**config.mk**
```make
export PLATFORM = sky130hd
export DESIGN_NAME = d_kes_pe_elu_sern
export DESIGN_NICKNAME = d
export VERILOG_FILES = /design/src/rtl/d_kes_pe_elu_sern_pkg.sv /design/src/rtl/d_kes_pe_elu_sern_gf_mult.sv /design/src/rtl/d_kes_pe_elu_sern.sv
export SDC_FILE = /design/constraint.sdc
export NUM_CORES = 1
export LEC_CHECK = 0
export BUFFER_PORTS_ARGS = -buffer_cell sky130_fd_sc_hd__buf_2
export CAP_MARGIN = 20
export CORE_MARGIN = 5
export CORE_UTILIZATION = 40
export CTS_CLUSTER_SIZE = 16
export DETAILED_ROUTE_END_ITERATION = 10
export PLACE_DENSITY_LB_ADDON = 0.12
export SYNTH_ARGS = -nofsm -noshare
export SYNTH_HDL_FRONTEND = slang
export SYNTH_SLANG_ARGS = --single-unit
```
**constraint.sdc**
```tcl
create_clock -name i_clk -period 7.1 [get_ports i_clk]
set_clock_uncertainty 0.05 [all_clocks]
set_input_delay 1.065 -clock i_clk [delete_from_list [all_inputs] [get_ports i_clk]]
set_output_delay 1.065 -clock i_clk [all_outputs]
set_load 0.01 [all_outputs]
```
**src/rtl/d_kes_pe_elu_sern_pkg.sv**
```systemverilog
// Shared definitions for the KES error-locator-update processing element.
package d_kes_pe_elu_sern_pkg;

  // Default field: GF(2^12), x^12 + x^6 + x^4 + x + 1 (leading term implied).
  localparam int unsigned DefGfOrder = 12;
  localparam logic [DefGfOrder-1:0] DefPrimPoly = 12'h053;

  // One-hot update sequencer states.
  typedef enum logic [2:0] {
    StIdle = 3'b001,
    StRun  = 3'b010,
    StDone = 3'b100
  } elu_state_e;

  // Field zero/one; cast to the field width at the point of use.
  localparam int unsigned GfZero = 0;
  localparam int unsigned GfOne  = 1;

endpackage

```
**src/rtl/d_kes_pe_elu_sern_gf_mult.sv**
```systemverilog
// Combinational GF(2^m) polynomial-basis multiplier, reduced by PRIM_POLY.
module d_kes_pe_elu_sern_gf_mult
  import d_kes_pe_elu_sern_pkg::*;
#(
  parameter int unsigned           GF_ORDER  = DefGfOrder,
  parameter logic [GF_ORDER-1:0]   PRIM_POLY = DefPrimPoly
) (
  input  logic [GF_ORDER-1:0] i_a,
  input  logic [GF_ORDER-1:0] i_b,
  output logic [GF_ORDER-1:0] o_p
);

  logic [GF_ORDER-1:0] a_sh;

  // Shift-and-add: a_sh walks through a*x^i mod P(x), accumulated where b[i] is set.
  always_comb begin
    o_p  = '0;
    a_sh = i_a;
    for (int i = 0; i < GF_ORDER; i++) begin
      if (i_b[i]) o_p = o_p ^ a_sh;
      a_sh = {a_sh[GF_ORDER-2:0], 1'b0} ^ (a_sh[GF_ORDER-1] ? PRIM_POLY : '0);
    end
  end

endmodule

```
**src/rtl/d_kes_pe_elu_sern.sv**
```systemverilog
// Time-multiplexed ELU processing element: owns NCOEF coefficients of v(X) and k(X)
// and updates them one per cycle, highest index first, with two shared multipliers.
module d_kes_pe_elu_sern
  import d_kes_pe_elu_sern_pkg::*;
#(
  parameter int unsigned         GF_ORDER  = DefGfOrder,
  parameter int unsigned         NCOEF     = 4,
  parameter logic [GF_ORDER-1:0] PRIM_POLY = DefPrimPoly,
  parameter bit                  IS_LOWEST = 1'b0
) (
  input  logic                      i_clk,
  input  logic                      i_RESET_KES_n,
  input  logic                      i_stop_dec,
  input  logic                      i_init,
  input  logic                      i_execute,
  input  logic [GF_ORDER-1:0]       i_delta_2im2,
  input  logic [GF_ORDER-1:0]       i_d_2i,
  input  logic                      i_condition_2i,
  input  logic [GF_ORDER-1:0]       i_v_Xm1,
  input  logic [GF_ORDER-1:0]       i_k_Xm1,
  output logic [GF_ORDER-1:0]       o_v_top,
  output logic [GF_ORDER-1:0]       o_k_top,
  output logic [NCOEF*GF_ORDER-1:0] o_v_coef,
  output logic [NCOEF-1:0]          o_v_deg_chk,
  output logic                      o_busy,
  output logic                      o_done
);

  localparam int unsigned IdxW = $clog2(NCOEF);
  typedef logic [GF_ORDER-1:0] gf_t;

  gf_t        v_q [NCOEF];
  gf_t        v_d [NCOEF];
  gf_t        k_q [NCOEF];
  gf_t        k_d [NCOEF];
  gf_t        delta_q, delta_d, d_q, d_d, vx_q, vx_d, kx_q, kx_d;
  logic       cond_q, cond_d;
  logic [IdxW-1:0] idx_q, idx_d;
  elu_state_e state_q, state_d;

  gf_t op_v, op_vs, op_ks, prod_v, prod_k;

  // Operand select for the coefficient being updated; j==0 takes the neighbour's captured top.
  always_comb begin
    op_v  = gf_t'(GfZero);
    op_vs = vx_q;
    op_ks = kx_q;
    for (int j = 0; j < NCOEF; j++) begin
      if (idx_q == IdxW'(j)) begin
        op_v = v_q[j];
        if (j > 0) begin
          op_vs = v_q[(j > 0) ? j - 1 : 0];
          op_ks = k_q[(j > 0) ? j - 1 : 0];
        end
      end
    end
  end

  d_kes_pe_elu_sern_gf_mult #(
    .GF_ORDER  (GF_ORDER),
    .PRIM_POLY (PRIM_POLY)
  ) u_mult_v (
    .i_a (delta_q),
    .i_b (op_v),
    .o_p (prod_v)
  );

  d_kes_pe_elu_sern_gf_mult #(
    .GF_ORDER  (GF_ORDER),
    .PRIM_POLY (PRIM_POLY)
  ) u_mult_k (
    .i_a (d_q),
    .i_b (op_ks),
    .o_p (prod_k)
  );

  // Sequencer and register next-state; stop_dec overrides everything last.
  always_comb begin
    v_d     = v_q;
    k_d     = k_q;
    delta_d = delta_q;
    d_d     = d_q;
    cond_d  = cond_q;
    vx_d    = vx_q;
    kx_d    = kx_q;
    idx_d   = idx_q;
    state_d = state_q;

    unique case (state_q)
      StIdle: begin
        if (i_init) begin
          for (int j = 0; j < NCOEF; j++) begin
            v_d[j] = gf_t'(GfZero);
            k_d[j] = gf_t'(GfZero);
          end
          if (IS_LOWEST) begin
            v_d[0] = gf_t'(GfOne);
            k_d[0] = gf_t'(GfOne);
          end
        end else if (i_execute) begin
          delta_d = i_delta_2im2;
          d_d     = i_d_2i;
          cond_d  = i_condition_2i;
          vx_d    = i_v_Xm1;
          kx_d    = i_k_Xm1;
          idx_d   = IdxW'(NCOEF - 1);
          state_d = StRun;
        end
      end
      StRun: begin
        for (int j = 0; j < NCOEF; j++) begin
          if (idx_q == IdxW'(j)) begin
            v_d[j] = prod_v ^ prod_k;
            k_d[j] = cond_q ? op_vs : gf_t'(GfZero);
          end
        end
        if (idx_q == '0) state_d = StDone;
        else             idx_d   = idx_q - 1'b1;
      end
      StDone:  state_d = StIdle;
      default: state_d = StIdle;
    endcase

    if (i_stop_dec) begin
      for (int j = 0; j < NCOEF; j++) begin
        v_d[j] = gf_t'(GfZero);
        k_d[j] = gf_t'(GfZero);
      end
      delta_d = gf_t'(GfZero);
      d_d     = gf_t'(GfZero);
      cond_d  = 1'b0;
      vx_d    = gf_t'(GfZero);
      kx_d    = gf_t'(GfZero);
      idx_d   = '0;
      state_d = StIdle;
    end
  end

  // State and coefficient registers.
  always_ff @(posedge i_clk or negedge i_RESET_KES_n) begin
    if (!i_RESET_KES_n) begin
      for (int j = 0; j < NCOEF; j++) begin
        v_q[j] <= '0;
        k_q[j] <= '0;
      end
      delta_q <= '0;
      d_q     <= '0;
      cond_q  <= 1'b0;
      vx_q    <= '0;
      kx_q    <= '0;
      idx_q   <= '0;
      state_q <= StIdle;
    end else begin
      v_q     <= v_d;
      k_q     <= k_d;
      delta_q <= delta_d;
      d_q     <= d_d;
      cond_q  <= cond_d;
      vx_q    <= vx_d;
      kx_q    <= kx_d;
      idx_q   <= idx_d;
      state_q <= state_d;
    end
  end

  // Output packing and per-coefficient nonzero flags.
  always_comb begin
    o_v_coef    = '0;
    o_v_deg_chk = '0;
    for (int j = 0; j < NCOEF; j++) begin
      o_v_coef[j*GF_ORDER +: GF_ORDER] = v_q[j];
      o_v_deg_chk[j]                   = |v_q[j];
    end
  end

  assign o_v_top = v_q[NCOEF-1];
  assign o_k_top = k_q[NCOEF-1];
  assign o_busy  = (state_q == StRun);
  assign o_done  = (state_q == StDone);

endmodule

```
==> results.yml <==
logic_synthesis:
  syn_area_per_cell_sq_um: 8.17
  yosysSeqAreaShare_pct: 28.1
  synth_area_sq_mm: 0.0134
  synth-edff-count: 0
  synth-seq-cells: 150
  synth_cells: 1638
  synthArstFlopShare_pct: 100
  ys_warn_count: 0
  ys_dominant_reg_cell: "dfrtp_1"
  synth_nets: 1697
  synth.distinct_cells: 84
die:
  coreArea_sq_mm: 0.0333
  pin_count: 132
  die_x_microns: 193
  rows: 67
  start_util_pct: 40.2
  die_h_microns: 193
  die-area_sq_mm: 0.0372
final_layout:
  final_cells: 2126
  n_antenna_cell: 0
  final_util_pct: 44.1
  fin_area_sq_mm: 0.0147
  final_nets: 1724
  drive_gt1_share_pct: 15.0
  synthToLayoutAreaGrowth_pct: 9.67
setup_path:
  path_buf_inv: 1
  reg2regPathDepth: 11
  crit_path_end_kind: "flip-flop"
  cp_slowest_stage_delay_ns: 0.77
  crit_arrival_ns: 5.10
  cpMostUsedCell: "xnor2_1"
  critPathTopFamily: "XOR/XNOR gates"
  worstPathCellList: "inv_1 -> ha_2 -> nand2b_1 -> o22ai_1 -> nor2_1 -> nand2_1 -> xor3_1 -> xnor3_1 -> xnor2_1 -> xnor2_1 -> o21ai_0"
  timing.rr.start: "idx_q[0]"
  reg2reg_to: "o_v_coef[24]"
  crit_fanout: 39
  startpoint_type: "flip-flop"
  worst_ep_required_time_ns: 7.34
  reg2reg_setup_slack_ns: 2.24
  crit_slowest_cell: "o22ai_1"
  critPathKind: "flip-flop to flip-flop"
route:
  drt-met1-wl_mm: 22.8
  drc_errors: 0
  via_count: 12216
  topRoutingLayerUsed: "met4"
  first_pass_iters: 7
  vias_per_cell: 5.75
  route.met2.wl_mm: 24.8
  routed_wl_mm: 52.8
  detail-route-antenna-nets: 0
  wl_met3_mm: 3.17
  drtIter0Drc: 1359
  wl_per_cell_microns: 24.8
sta:
  setup_tns_ns: 0
  hold_viol_final: 0
  max_freq_mhz: 206
  fin_ws_ns: 2.24
  rsz0062_at_grt: "false"
  fin_crit_sh_pct: 68.5
  drv_slew: 0
  period_minus_slack_ns: 4.86
  setup_viol: 0
  worst_pin_slew_ns: 1.04
  slew_headroom_pct: 30.3
global_routing:
  grt_pass1_wl_mm: 78.0
  overflow: 0
  grt_max_degree: 94
  grt_pass1_vias: 11399
  groute.usage.overall_pct: 28.4
  grt_antenna_before_repair: 1
clocking:
  cts_buffers: 17
  path_clk_slew_ns: 0.07
  htreeDepth: 4
  cts_root_buffer: "clkbuf_16"
  clock_latency_ns: 0.44
  cts_setup_buffers: 0
  clock_path_buffers: 2
  cts_sinks: 150
  postCtsHoldBufs: 0
  cts_tree: "yes"
  cts_resized: 0
pwr:
  ir_drop_uv: 177
  power.density_mw_per_mm2: 197
  p_leak_nw: 6.05
hold_path:
  hp-class: "flip-flop to flip-flop"
  hold_start: "k_q[27]"
  hold_path_end: "k_q[27]"
  min_path_cells: 2
placed_design:
  dpl_cell_area_sq_mm: 0.0140
  dp.cells: 2091
  portBuffers: 131
  pre_cts_slack_ns: 1.95
  place.gp.congestion: 0.998
  hpwl_mm: 39.7
job:
  maxCapViolations: 0
status:
  status: "complete, no violations"
## worst max-delay path by stage
stage                  start            to  depth (start not counted)
floorplan           idx_q[0]  o_v_coef[29]                         13
global placement    idx_q[1]  o_v_coef[28]                         11
detailed placement  idx_q[0]  o_v_coef[28]                         11
CTS                 idx_q[0]  o_v_coef[28]                         11
global route        idx_q[0]  o_v_coef[24]                         11
finish              idx_q[0]  o_v_coef[24]                         11
## synthesized netlist by cell type (37+ instances only)
cell | instances | share of area [%]
dfrtp_1 | 149 | 28
o21ai_1 | 42 | 1.6
clkbuf_1 | 64 | 1.8
buf_4 | 37 | 2.1
nor3_1 | 46 | 1.7
o21ai_0 | 54 | 2.0
o31ai_1 | 54 | 3.0
xor2_1 | 76 | 5.0
nor2_1 | 141 | 4.0
a21oi_1 | 126 | 4.7
xnor2_1 | 168 | 11
nand2_1 | 294 | 8.2
## per-layer routing
metal	global-route usage [%]	vias to the layer above
met4	10.5	0
li1	-	5644
met2	45.2	493
met1	39.3	5989
met5	0	-
met3	4.12	90
## final cells by class
type                    instances  area [sq um]
clock inverters                11           136
clock buffers                  21           480
repair buffers                158           878
inverters                      19          71.3
multi-input cells            1319          8790
flip-flops and latches        150          3750
fillers                      3411         18600
well taps                     448           561
## kinds of logic (layout without fill, tap and decap cells)
family	Yosys count	count (layout)	share of synthesized area, %
XOR/XNOR	292	292	23.6
flip-flops	150	150	28.1
AND/OR/NAND/NOR	609	609	19.8
multiplexers	33	33	2.61
buffers and inverters	169	209	6.45
adder cells (fa/ha/maj)	5	5	0.468
AO/OA/AOI/OAI	380	380	19.0
## sequential cells by signal, indices dropped and copies added (netlist names)
| register | cells |
|---|---|
| cond_q | 1 |
| state_q | 3 |
| o_k_top | 12 |
| o_v_top | 12 |
| o_v_coef | 36 |
| vx_q | 12 |
| delta_q | 12 |
| idx_q | 2 |
| d_q | 12 |
| k_q | 36 |
| kx_q | 12 |
## per-stage QoR
| step | total power [mW] | hold slack (ns) |
|---|---|---|
| 2_1_floorplan | 1.60 | 0.390 |
| 3_3_place_gp | 1.93 | 0.402 |
| 3_5_place_dp | 1.93 | 0.408 |
| 4_1_cts | 2.90 | 0.423 |
| 5_1_grt | 3.00 | 0.450 |
| 6_report | 2.90 | 0.421 |
## report_power, final
part | total (mW) | internal (mW) | switching (mW)
Clock | 0.958 | 0.562 | 0.397
Sequential | 0.910 | 0.870 | 0.0399
Combinational | 1.03 | 0.369 | 0.659
Total | 2.90 | 1.80 | 1.10
## cell usage in the layout, fill, tap and decap left out, drive strengths merged, types with 5 or more instances in the layout
cell,synthesis,layout
clkbuf,65,21
a211oi,7,7
nand3,29,29
and2,24,24
ha,5,5
nor4,16,16
mux2i,21,21
a221oi,16,16
nor2b,9,9
a21oi,127,127
or2,12,12
inv,18,22
o211ai,20,20
nor2,142,142
buf,85,158
a2bb2oi,5,5
xnor3,35,35
xnor2,176,176
dfrtp,149,149
nand2,295,295
o31ai,54,54
nand2b,14,14
a22oi,5,5
mux2,12,12
xor2,80,80
o22ai,13,13
o21ai,96,96
nor3,47,47
nand3b,8,8
## tightest hold or removal path: cells and delay by family (launching register included)
kind             cells  cell delay (ns)
AND/OR/NAND/NOR      1             0.05
flip-flops           1             0.33
AO/OA/AOI/OAI        1             0.06
Power figures use the tool's default switching activity.
